<file path="src/rtl/gb80_sequencer.sv">
// GB80 instruction sequencer: fetch/decode/execute FSM driving register-file, ALU and memory strobes.
// Optional macro GB80_SEQ_WAIT_STATE_EN makes memory states stall on i_mem_ready; otherwise they last one cycle.
module gb80_sequencer #(
  parameter int OPCODE_TYPE_LENGTH = 4,
  parameter int ALU_OPCODE_WIDTH   = 3,
  parameter int ADDR_LENGTH        = 3,
  parameter int PC_ADDR            = 3
) (
  input  logic                          i_clk,
  input  logic                          i_reset,
  input  logic [OPCODE_TYPE_LENGTH-1:0] i_opcode_type,
  input  logic [ALU_OPCODE_WIDTH-1:0]   i_alu_op,
  input  logic [ADDR_LENGTH-1:0]        i_addr_A,
  input  logic [ADDR_LENGTH-1:0]        i_addr_B,
  input  logic                          i_mem_ready,
  input  logic                          i_wake,
  output logic [ADDR_LENGTH-1:0]        o_register_file_addr,
  output logic                          o_register_file_wr,
  output logic                          o_register_file_rd,
  output logic                          o_register_file_addr_wr,
  output logic                          o_register_file_addr_rd,
  output logic                          o_tmp_reg_wr,
  output logic                          o_tmp_reg_rd,
  output logic                          o_accumulator_reg_wr,
  output logic [ALU_OPCODE_WIDTH-1:0]   o_alu_control,
  output logic                          o_alu_rd,
  output logic                          o_flags_reg_wr,
  output logic                          o_rd_mem,
  output logic                          o_wr_mem,
  output logic                          o_inst_reg_wr,
  output logic                          o_halted,
  output logic                          o_illegal
);

  typedef enum logic [3:0] {
    S_RESET       = 4'd0,
    S_IDLE        = 4'd1,
    S_F_PC_OUT    = 4'd2,
    S_F_PC_INC    = 4'd3,
    S_F_DECODE    = 4'd4,
    S_LDRR_TMP    = 4'd5,
    S_LDRR_WR     = 4'd6,
    S_LDRI_PC_OUT = 4'd7,
    S_LDRI_PC_INC = 4'd8,
    S_ALU_TMP     = 4'd9,
    S_ALU_EXEC    = 4'd10,
    S_HALT        = 4'd11
  } state_t;

  localparam logic [OPCODE_TYPE_LENGTH-1:0] OP_LDRR = OPCODE_TYPE_LENGTH'(0);
  localparam logic [OPCODE_TYPE_LENGTH-1:0] OP_LDRI = OPCODE_TYPE_LENGTH'(1);
  localparam logic [OPCODE_TYPE_LENGTH-1:0] OP_ALU  = OPCODE_TYPE_LENGTH'(2);
  localparam logic [OPCODE_TYPE_LENGTH-1:0] OP_NOP  = OPCODE_TYPE_LENGTH'(3);
  localparam logic [OPCODE_TYPE_LENGTH-1:0] OP_HALT = OPCODE_TYPE_LENGTH'(4);
  localparam logic [ADDR_LENGTH-1:0]        PC_SEL  = ADDR_LENGTH'(PC_ADDR);

  state_t                          state_q, state_d;
  logic [OPCODE_TYPE_LENGTH-1:0]   op_type_q, op_type_d;
  logic [ALU_OPCODE_WIDTH-1:0]     alu_op_q, alu_op_d;
  logic [ADDR_LENGTH-1:0]          addr_a_q, addr_a_d;
  logic [ADDR_LENGTH-1:0]          addr_b_q, addr_b_d;
  logic                            mem_rdy;

`ifdef GB80_SEQ_WAIT_STATE_EN
  assign mem_rdy = i_mem_ready;
`else
  logic unused_mem_ready;
  assign unused_mem_ready = i_mem_ready;
  assign mem_rdy          = 1'b1;
`endif

  always_ff @(posedge i_clk) begin
    if (i_reset) begin
      state_q   <= S_RESET;
      op_type_q <= '0;
      alu_op_q  <= '0;
      addr_a_q  <= '0;
      addr_b_q  <= '0;
    end else begin
      state_q   <= state_d;
      op_type_q <= op_type_d;
      alu_op_q  <= alu_op_d;
      addr_a_q  <= addr_a_d;
      addr_b_q  <= addr_b_d;
    end
  end

  always_comb begin
    state_d                 = state_q;
    op_type_d               = op_type_q;
    alu_op_d                = alu_op_q;
    addr_a_d                = addr_a_q;
    addr_b_d                = addr_b_q;
    o_register_file_addr    = '0;
    o_register_file_wr      = 1'b0;
    o_register_file_rd      = 1'b0;
    o_register_file_addr_wr = 1'b0;
    o_register_file_addr_rd = 1'b0;
    o_tmp_reg_wr            = 1'b0;
    o_tmp_reg_rd            = 1'b0;
    o_accumulator_reg_wr    = 1'b0;
    o_alu_control           = '0;
    o_alu_rd                = 1'b0;
    o_flags_reg_wr          = 1'b0;
    o_rd_mem                = 1'b0;
    o_wr_mem                = 1'b0;
    o_inst_reg_wr           = 1'b0;
    o_halted                = 1'b0;
    o_illegal               = 1'b0;

    case (state_q)
      S_RESET: state_d = S_IDLE;
      S_IDLE:  state_d = S_F_PC_OUT;
      S_F_PC_OUT: begin
        o_rd_mem                = 1'b1;
        o_register_file_addr_rd = 1'b1;
        o_register_file_addr    = PC_SEL;
        if (mem_rdy) state_d = S_F_PC_INC;
      end
      S_F_PC_INC: begin
        o_register_file_addr_rd = 1'b1;
        o_register_file_addr_wr = 1'b1;
        o_register_file_addr    = PC_SEL;
        state_d                 = S_F_DECODE;
      end
      S_F_DECODE: begin
        o_inst_reg_wr = 1'b1;
        op_type_d     = i_opcode_type;
        alu_op_d      = i_alu_op;
        addr_a_d      = i_addr_A;
        addr_b_d      = i_addr_B;
        case (i_opcode_type)
          OP_LDRR: state_d = S_LDRR_TMP;
          OP_LDRI: state_d = S_LDRI_PC_OUT;
          OP_ALU:  state_d = S_ALU_TMP;
          OP_NOP:  state_d = S_F_PC_OUT;
          OP_HALT: state_d = S_HALT;
          default: begin
            o_illegal = 1'b1;
            state_d   = S_F_PC_OUT;
          end
        endcase
      end
      // Both operand-fetch states look the same; the latched class picks the second step.
      S_LDRR_TMP, S_ALU_TMP: begin
        o_register_file_addr = addr_b_q;
        o_register_file_rd   = 1'b1;
        o_tmp_reg_wr         = 1'b1;
        state_d              = (op_type_q == OP_ALU) ? S_ALU_EXEC : S_LDRR_WR;
      end
      S_LDRR_WR: begin
        o_register_file_addr = addr_a_q;
        o_tmp_reg_rd         = 1'b1;
        o_register_file_wr   = 1'b1;
        state_d              = S_F_PC_OUT;
      end
      // Immediate load: the memory data lands in A on the ready cycle, so select swaps PC -> A then.
      S_LDRI_PC_OUT: begin
        o_rd_mem                = 1'b1;
        o_register_file_addr_rd = 1'b1;
        o_register_file_addr    = PC_SEL;
        if (mem_rdy) begin
          o_register_file_wr   = 1'b1;
          o_register_file_addr = addr_a_q;
          state_d              = S_LDRI_PC_INC;
        end
      end
      S_LDRI_PC_INC: begin
        o_register_file_addr_rd = 1'b1;
        o_register_file_addr_wr = 1'b1;
        o_register_file_addr    = PC_SEL;
        state_d                 = S_F_PC_OUT;
      end
      S_ALU_EXEC: begin
        o_alu_control        = alu_op_q;
        o_alu_rd             = 1'b1;
        o_accumulator_reg_wr = 1'b1;
        o_flags_reg_wr       = 1'b1;
        state_d              = S_F_PC_OUT;
      end
      S_HALT: begin
        o_halted = 1'b1;
        if (i_wake) state_d = S_F_PC_OUT;
      end
      default: state_d = S_RESET;
    endcase
  end

endmodule

</file>
<file path="config.mk">
export PLATFORM = sky130hd
export DESIGN_NAME = gb80_sequencer
export DESIGN_NICKNAME = d
export VERILOG_FILES = /design/src/rtl/gb80_sequencer.sv
export SDC_FILE = /design/constraint.sdc
export NUM_CORES = 1
export LEC_CHECK = 0
export BUFFER_PORTS_ARGS = -buffer_cell sky130_fd_sc_hd__buf_4
export CORE_MARGIN = 3
export CORE_UTILIZATION = 45
export CTS_CLUSTER_DIAMETER = 200
export DETAILED_ROUTE_END_ITERATION = 16
export HOLD_SLACK_MARGIN = 0.08
export PLACE_DENSITY = 0.85
export SLEW_MARGIN = 20
export SYNTH_ARGS = -nofsm -noshare
export SYNTH_HDL_FRONTEND = slang
export SYNTH_SLANG_ARGS = --single-unit
</file>
<file path="constraint.sdc">
create_clock -name i_clk -period 3.6 [get_ports i_clk]
set_input_delay 0.18 -clock i_clk [delete_from_list [all_inputs] [get_ports i_clk]]
set_output_delay 0.18 -clock i_clk [all_outputs]
set_load 0.01 [all_outputs]
</file>
Word level (Yosys, flattened, before mapping)
Cells that the tools add are included.
{ "op_classes": {"n_eq_ne": 17, "muxes": 17, "reduce_logical": 10} }
{ "op_table": {"columns": ["operator", "count"], "rows": [
  ["$pmux 4 s8", 1],
  ["$eq 4x2->1 const B", 5],
  ["$eq 4x3->1 const B", 5],
  ["$eq 4x4->1 const B", 4],
  ["$pmux 4 s4", 1],
  ["$mux 1", 11],
  ["$pmux 3 s3", 1],
  ["$eq 4x1->1 const B", 2],
  ["$logic_not 4->1", 2],
  ["$mux 4", 2],
  ["$reduce_or 2->1", 4],
  ["$reduce_or 4->1", 2],
  ["$reduce_or 5->1", 1],
  ["$mux 3", 1],
  ["$reduce_or 3->1", 1],
  ["$ne 2x2->1 const B", 1]
]} }
{ "word_totals": {"ff_bits": 17, "input_bits": 17, "output_inout_bits": 20, "word_cells": 49} }

Logic depth before layout (Yosys ltp)
{ "logic_depth": {"depth_word": 4, "depth_mapped": 6} }

Worst setup path before layout
No wires, ideal clock.
{ "synth_timing": {"path_kind": "register to output", "from": "register state_q[3]", "to": "output o_alu_control[0]", "arrival_time_ns": 1.424, "t_required_ns": 3.420, "setup_slack_ns": 1.996, "stages_incl_launch_ff": 5, "path_buffers": 1, "path_cell_list": "dfxtp_1 clkbuf_1 nand2_1 nor3_1 and2_1"} }
{ "synth_via": {"elab_chain_len": 2} }
{ "synth_lines": {"columns": ["item", "line", "source"], "rows": [
  ["start, declared", "57", "state_t state_q, state_d;"],
  ["start signal, assigned", "80", "state_q <= state_d;"],
  ["$eq 4x4->1", "111", "case (state_q)"],
  ["$mux 3", "111", null],
  ["end, declared", "25", "output logic [ALU_OPCODE_WIDTH-1:0] o_alu_control,"]
]} }
No other way between the ends.

Final worst setup path
{ "layout_timing": {"from": "register state_q[2]", "to": "output o_inst_reg_wr"} }
{ "layout_via": {"elab_chain_len": 2} }
{ "layout_lines": {"columns": ["item", "line", "source"], "rows": [
  ["$eq 4x3->1", "111", null],
  ["$mux 1", "111", null],
  ["end, declared", "30", "output logic o_inst_reg_wr,"]
]} }
No other way between the ends.

==> implementation parameters <==
Parameter                              Value

Place
  Placed Cells incl. Taps ... 178
  Placed cell area ... 1189 µm²
  HPWL reported at the end of detailed placement ... 1647 µm
  Placer Congestion ... 0.8348
  Number of port buffers ... 34

Final layout
  Area occupied by registers ... 340.3 µm²
  Fillers ... 198
  Area added between synthesis and finish ... 23.69%
  Share of layout cells above drive strength 1 ... 27.74%
  Count of placed standard cells in the final layout, fillers left out ... 182
  Net count, final ... 173
  Design Area, Final ... 1215 µm²
  Area taken by multi-input logic gates ... 535.5 µm²
  Number of inserted diodes ... 0

Logic synthesis
  Cell count after synthesis ... 130
  Post-Synthesis Net Count ... 147
  Complex-gate fraction of the synthesized area ... 23.69%
  Post-synthesis share of cell area spent on full adders, half adders and majority gates ... 0%
  Post-synthesis instance area ... 982.2 µm²
  Distinct cells, synth ... 38
  Mean Syn Cell Area ... 7.555 µm²
  Portion of netlist area occupied by mux cells ... 0%
  Number of enable-type register cells in the synthesized netlist ... 0
  Dominant cell by count in the synthesized netlist ... sky130_fd_sc_hd__nand2_1
  Leading area contributor after synthesis ... sky130_fd_sc_hd__dfxtp_1
  Fraction of synthesized cell area in xor and xnor cells ... 2.675%
  Top cells by area in the synthesized netlist ... sky130_fd_sc_hd__dfxtp_1 35%, sky130_fd_sc_hd__nand2_1 11%, sky130_fd_sc_hd__a21oi_1 7.6%
  Top_reg_cell synth ... sky130_fd_sc_hd__dfxtp_1
  Most common library cells after synthesis ... 28 x sky130_fd_sc_hd__nand2_1, 17 x sky130_fd_sc_hd__dfxtp_1, 15 x sky130_fd_sc_hd__a21oi_1
  Ys Warns ... 0
  Proportion of synthesized chip area in sequential cells ... 34.65%
  Area fraction of the dominant cell type after synthesis ... 34.65%
  Proportion of register bits with asynchronous set or reset after synthesis ... 0%
  Dominant combinational cell family by area after synthesis ... simple AND/OR/NAND/NOR gates
  #FFs+latches synth ... 17
  Post-Synth Simple-Gate Area ... 27.77%

Clocking
  Clock buffers created by TritonCTS ... 3
  Number of H-tree levels ... 1
  CTS tree ... yes
  Cts-stage hold buffer count ... 0
  Post-cts resize count ... 0
  Clock latency of the later-clocked register in the worst-skew pair ... 0.28 ns
  Count of clock tree sinks ... 17
  Root Driver ... sky130_fd_sc_hd__clkbuf_4
  Setup Fix Bufs, Post-CTS ... 0
  CTS clk-pin slew, worst paths ... 0.10 ns
  Number of buffers on the longest clock path ... 2

Die
  Initial core utilization ... 48.58%
  Core area ... 2022 µm²
  Die Y ... 52.72 µm
  I/O Pins ... 37
  Number of placement rows ... 16
  Floorplan die area ... 2779 µm²
  X dimension of the die ... 52.72 µm

Run status
  Result of the run ... complete, no violations

STA
  Slew of the pin with the lowest slew margin ... 0.7135 ns
  Post-route clock period utilization ... 61.99%
  Max frequency ... 448.1 MHz
  Minimum clock period after layout ... 2.232 ns
  Skew final ... 0.004639 ns
  Count of final max-slew check failures ... 0
  Hold WS ... 0.1335 ns
  Setup repair after global routing missed its margin ... false
  Aggregate negative setup slack ... 0 ns
  Count of endpoints failing setup in the final report ... 0
  Hold violation total from the final report ... 0
  Slew margin rel. ... 52.07%

Routing
  Drt via density ... 5.390
  Number of DRC markers in iteration 0 ... 2
  Average wire per standard cell ... 12.51 µm
  Via count ... 981
  TritonRoute pass-1 iters ... 5
  DRC violation count after routing ... 0
  Residual antenna-violating net count after detailed routing ... 0
  Wire length reported by the detailed router ... 2276 µm

Worst hold path
  Worst min-delay path category ... in -> reg

Worst setup path
  Largest fanout on the critical path ... 17
  Critical Path End Type ... output port
  Classification of the worst setup path ... reg -> out
  Arrival time at the worst endpoint ... 2.05 ns
  CP max stage cell ... sky130_fd_sc_hd__or4b_1
  R2R Setup Slk ... 1.61 ns
  Nature of the critical path startpoint ... flip-flop
  Buffers and inverters on the worst path ... 2
  Crit path required time ... 3.42 ns
  Longest individual stage delay on the worst path ... 0.79 ns
  Cell Chain, Critical Path ... or4b_1, clkinv_4, buf_4
  Cell family with most CP delay ... simple AND/OR/NAND/NOR gates

Power and ir drop
  Reported leakage power ... 0.5157 nW
  Power per standard cell area ... 372.3 nW/µm²
  Post-layout power ... 0.4524 mW
  Peak ir drop on the vdd network ... 0.2695 mV

Global route
  Largest net degree at the start of global routing ... 18
  First-pass GRT wire length ... 3705 µm
  Number of global-route vias before repair ... 848
  Total global-route track usage ... 17.97%
  Number of antenna violations at the first check in global routing ... 0
  Overflow left after global routing ... 0

Job
  Count of maximum capacitance violations ... 0
-- per-layer routing --
metal / vias to the layer above / wire [µm] / track usage (%)
met1: 459 / 1019 / 23.62
li1: 495 / - / -
met2: 25 / 1135 / 29.34
met5: - / 0 / 0
met3: 2 / 104 / 1.709
met4: 0 / 17 / 8.085
-- sequential cells by signal, summed over array words and instances (netlist names) --
name	flops
addr_b_q	3
state_q	4
op_type_q	4
addr_a_q	3
alu_op_q	3
-- layout by cell type, fill, tap and decap left out, types with 2 or more instances in the layout --
cell type / n
sky130_fd_sc_hd__clkbuf_4: 3
sky130_fd_sc_hd__and2_1: 3
sky130_fd_sc_hd__or4b_1: 2
sky130_fd_sc_hd__nand2_1: 28
sky130_fd_sc_hd__xor2_1: 3
sky130_fd_sc_hd__and3_1: 2
sky130_fd_sc_hd__o21ai_0: 5
sky130_fd_sc_hd__a21oi_1: 15
sky130_fd_sc_hd__nor3_1: 5
sky130_fd_sc_hd__buf_4: 34
sky130_fd_sc_hd__nor2_1: 4
sky130_fd_sc_hd__nor2b_1: 3
sky130_fd_sc_hd__a21oi_2: 4
sky130_fd_sc_hd__inv_1: 4
sky130_fd_sc_hd__and3b_1: 2
sky130_fd_sc_hd__dfxtp_1: 17
sky130_fd_sc_hd__nand4_1: 2
-- power by group --
| group | internal [mW] | switching (mW) | leakage (nW) |
|---|---|---|---|
| sequential | 0.200 | 0.0238 | 0.138 |
| combinational | 0.0609 | 0.0691 | 0.363 |
| clock | 0.0430 | 0.0558 | 0.0150 |
| total | 0.304 | 0.149 | 0.516 |
-- worst paths after layout --
check,from,depth (start not counted),to
setup / recovery,state_q[2],3,o_inst_reg_wr
hold / removal,i_addr_B[2],3,addr_b_q[2]
setup reg to reg,state_q[3],4,state_q[0]
hold reg to reg,alu_op_q[2],2,alu_op_q[2]
-- layout make-up --
cell class | instances | share of cell area (%)
multi-input combinational | 95 | 44.08
sequential | 17 | 28.01
timing repair buffer | 34 | 21.01
tap | 27 | 2.781
clock buffer | 4 | 2.163
inverter | 5 | 1.957
-- logic make-up (layout without fill, tap and decap cells) --
group | count (synthesis) | after routing
DFF | 17 | 17
xor gates and xnor gates | 3 | 3
AOI/OAI and AO/OA | 36 | 36
and+or+nand+nor | 55 | 55
buffers and inverters | 18 | 43
other | 1 | 1
-- worst register-to-register path: cells and delay by family, from the launching register on --
family	cells	cell delay [ns]
simple gates	2	0.65
flops	1	0.62
buf+inv	1	0.27
compound gates	1	0.33
-- per-stage QoR --
| step | util (%) | setup slack [ns] |
|---|---|---|
| 2_1_floorplan | - | 1.996 |
| 3_3_place_gp | 58.79 | 1.728 |
| 3_5_place_dp | 58.79 | 1.662 |
| 5_1_grt | 60.09 | 1.251 |
| 4_1_cts | 60.09 | 1.366 |
| 6_report | 60.09 | 1.368 |
Power figures use the tool's default switching activity.
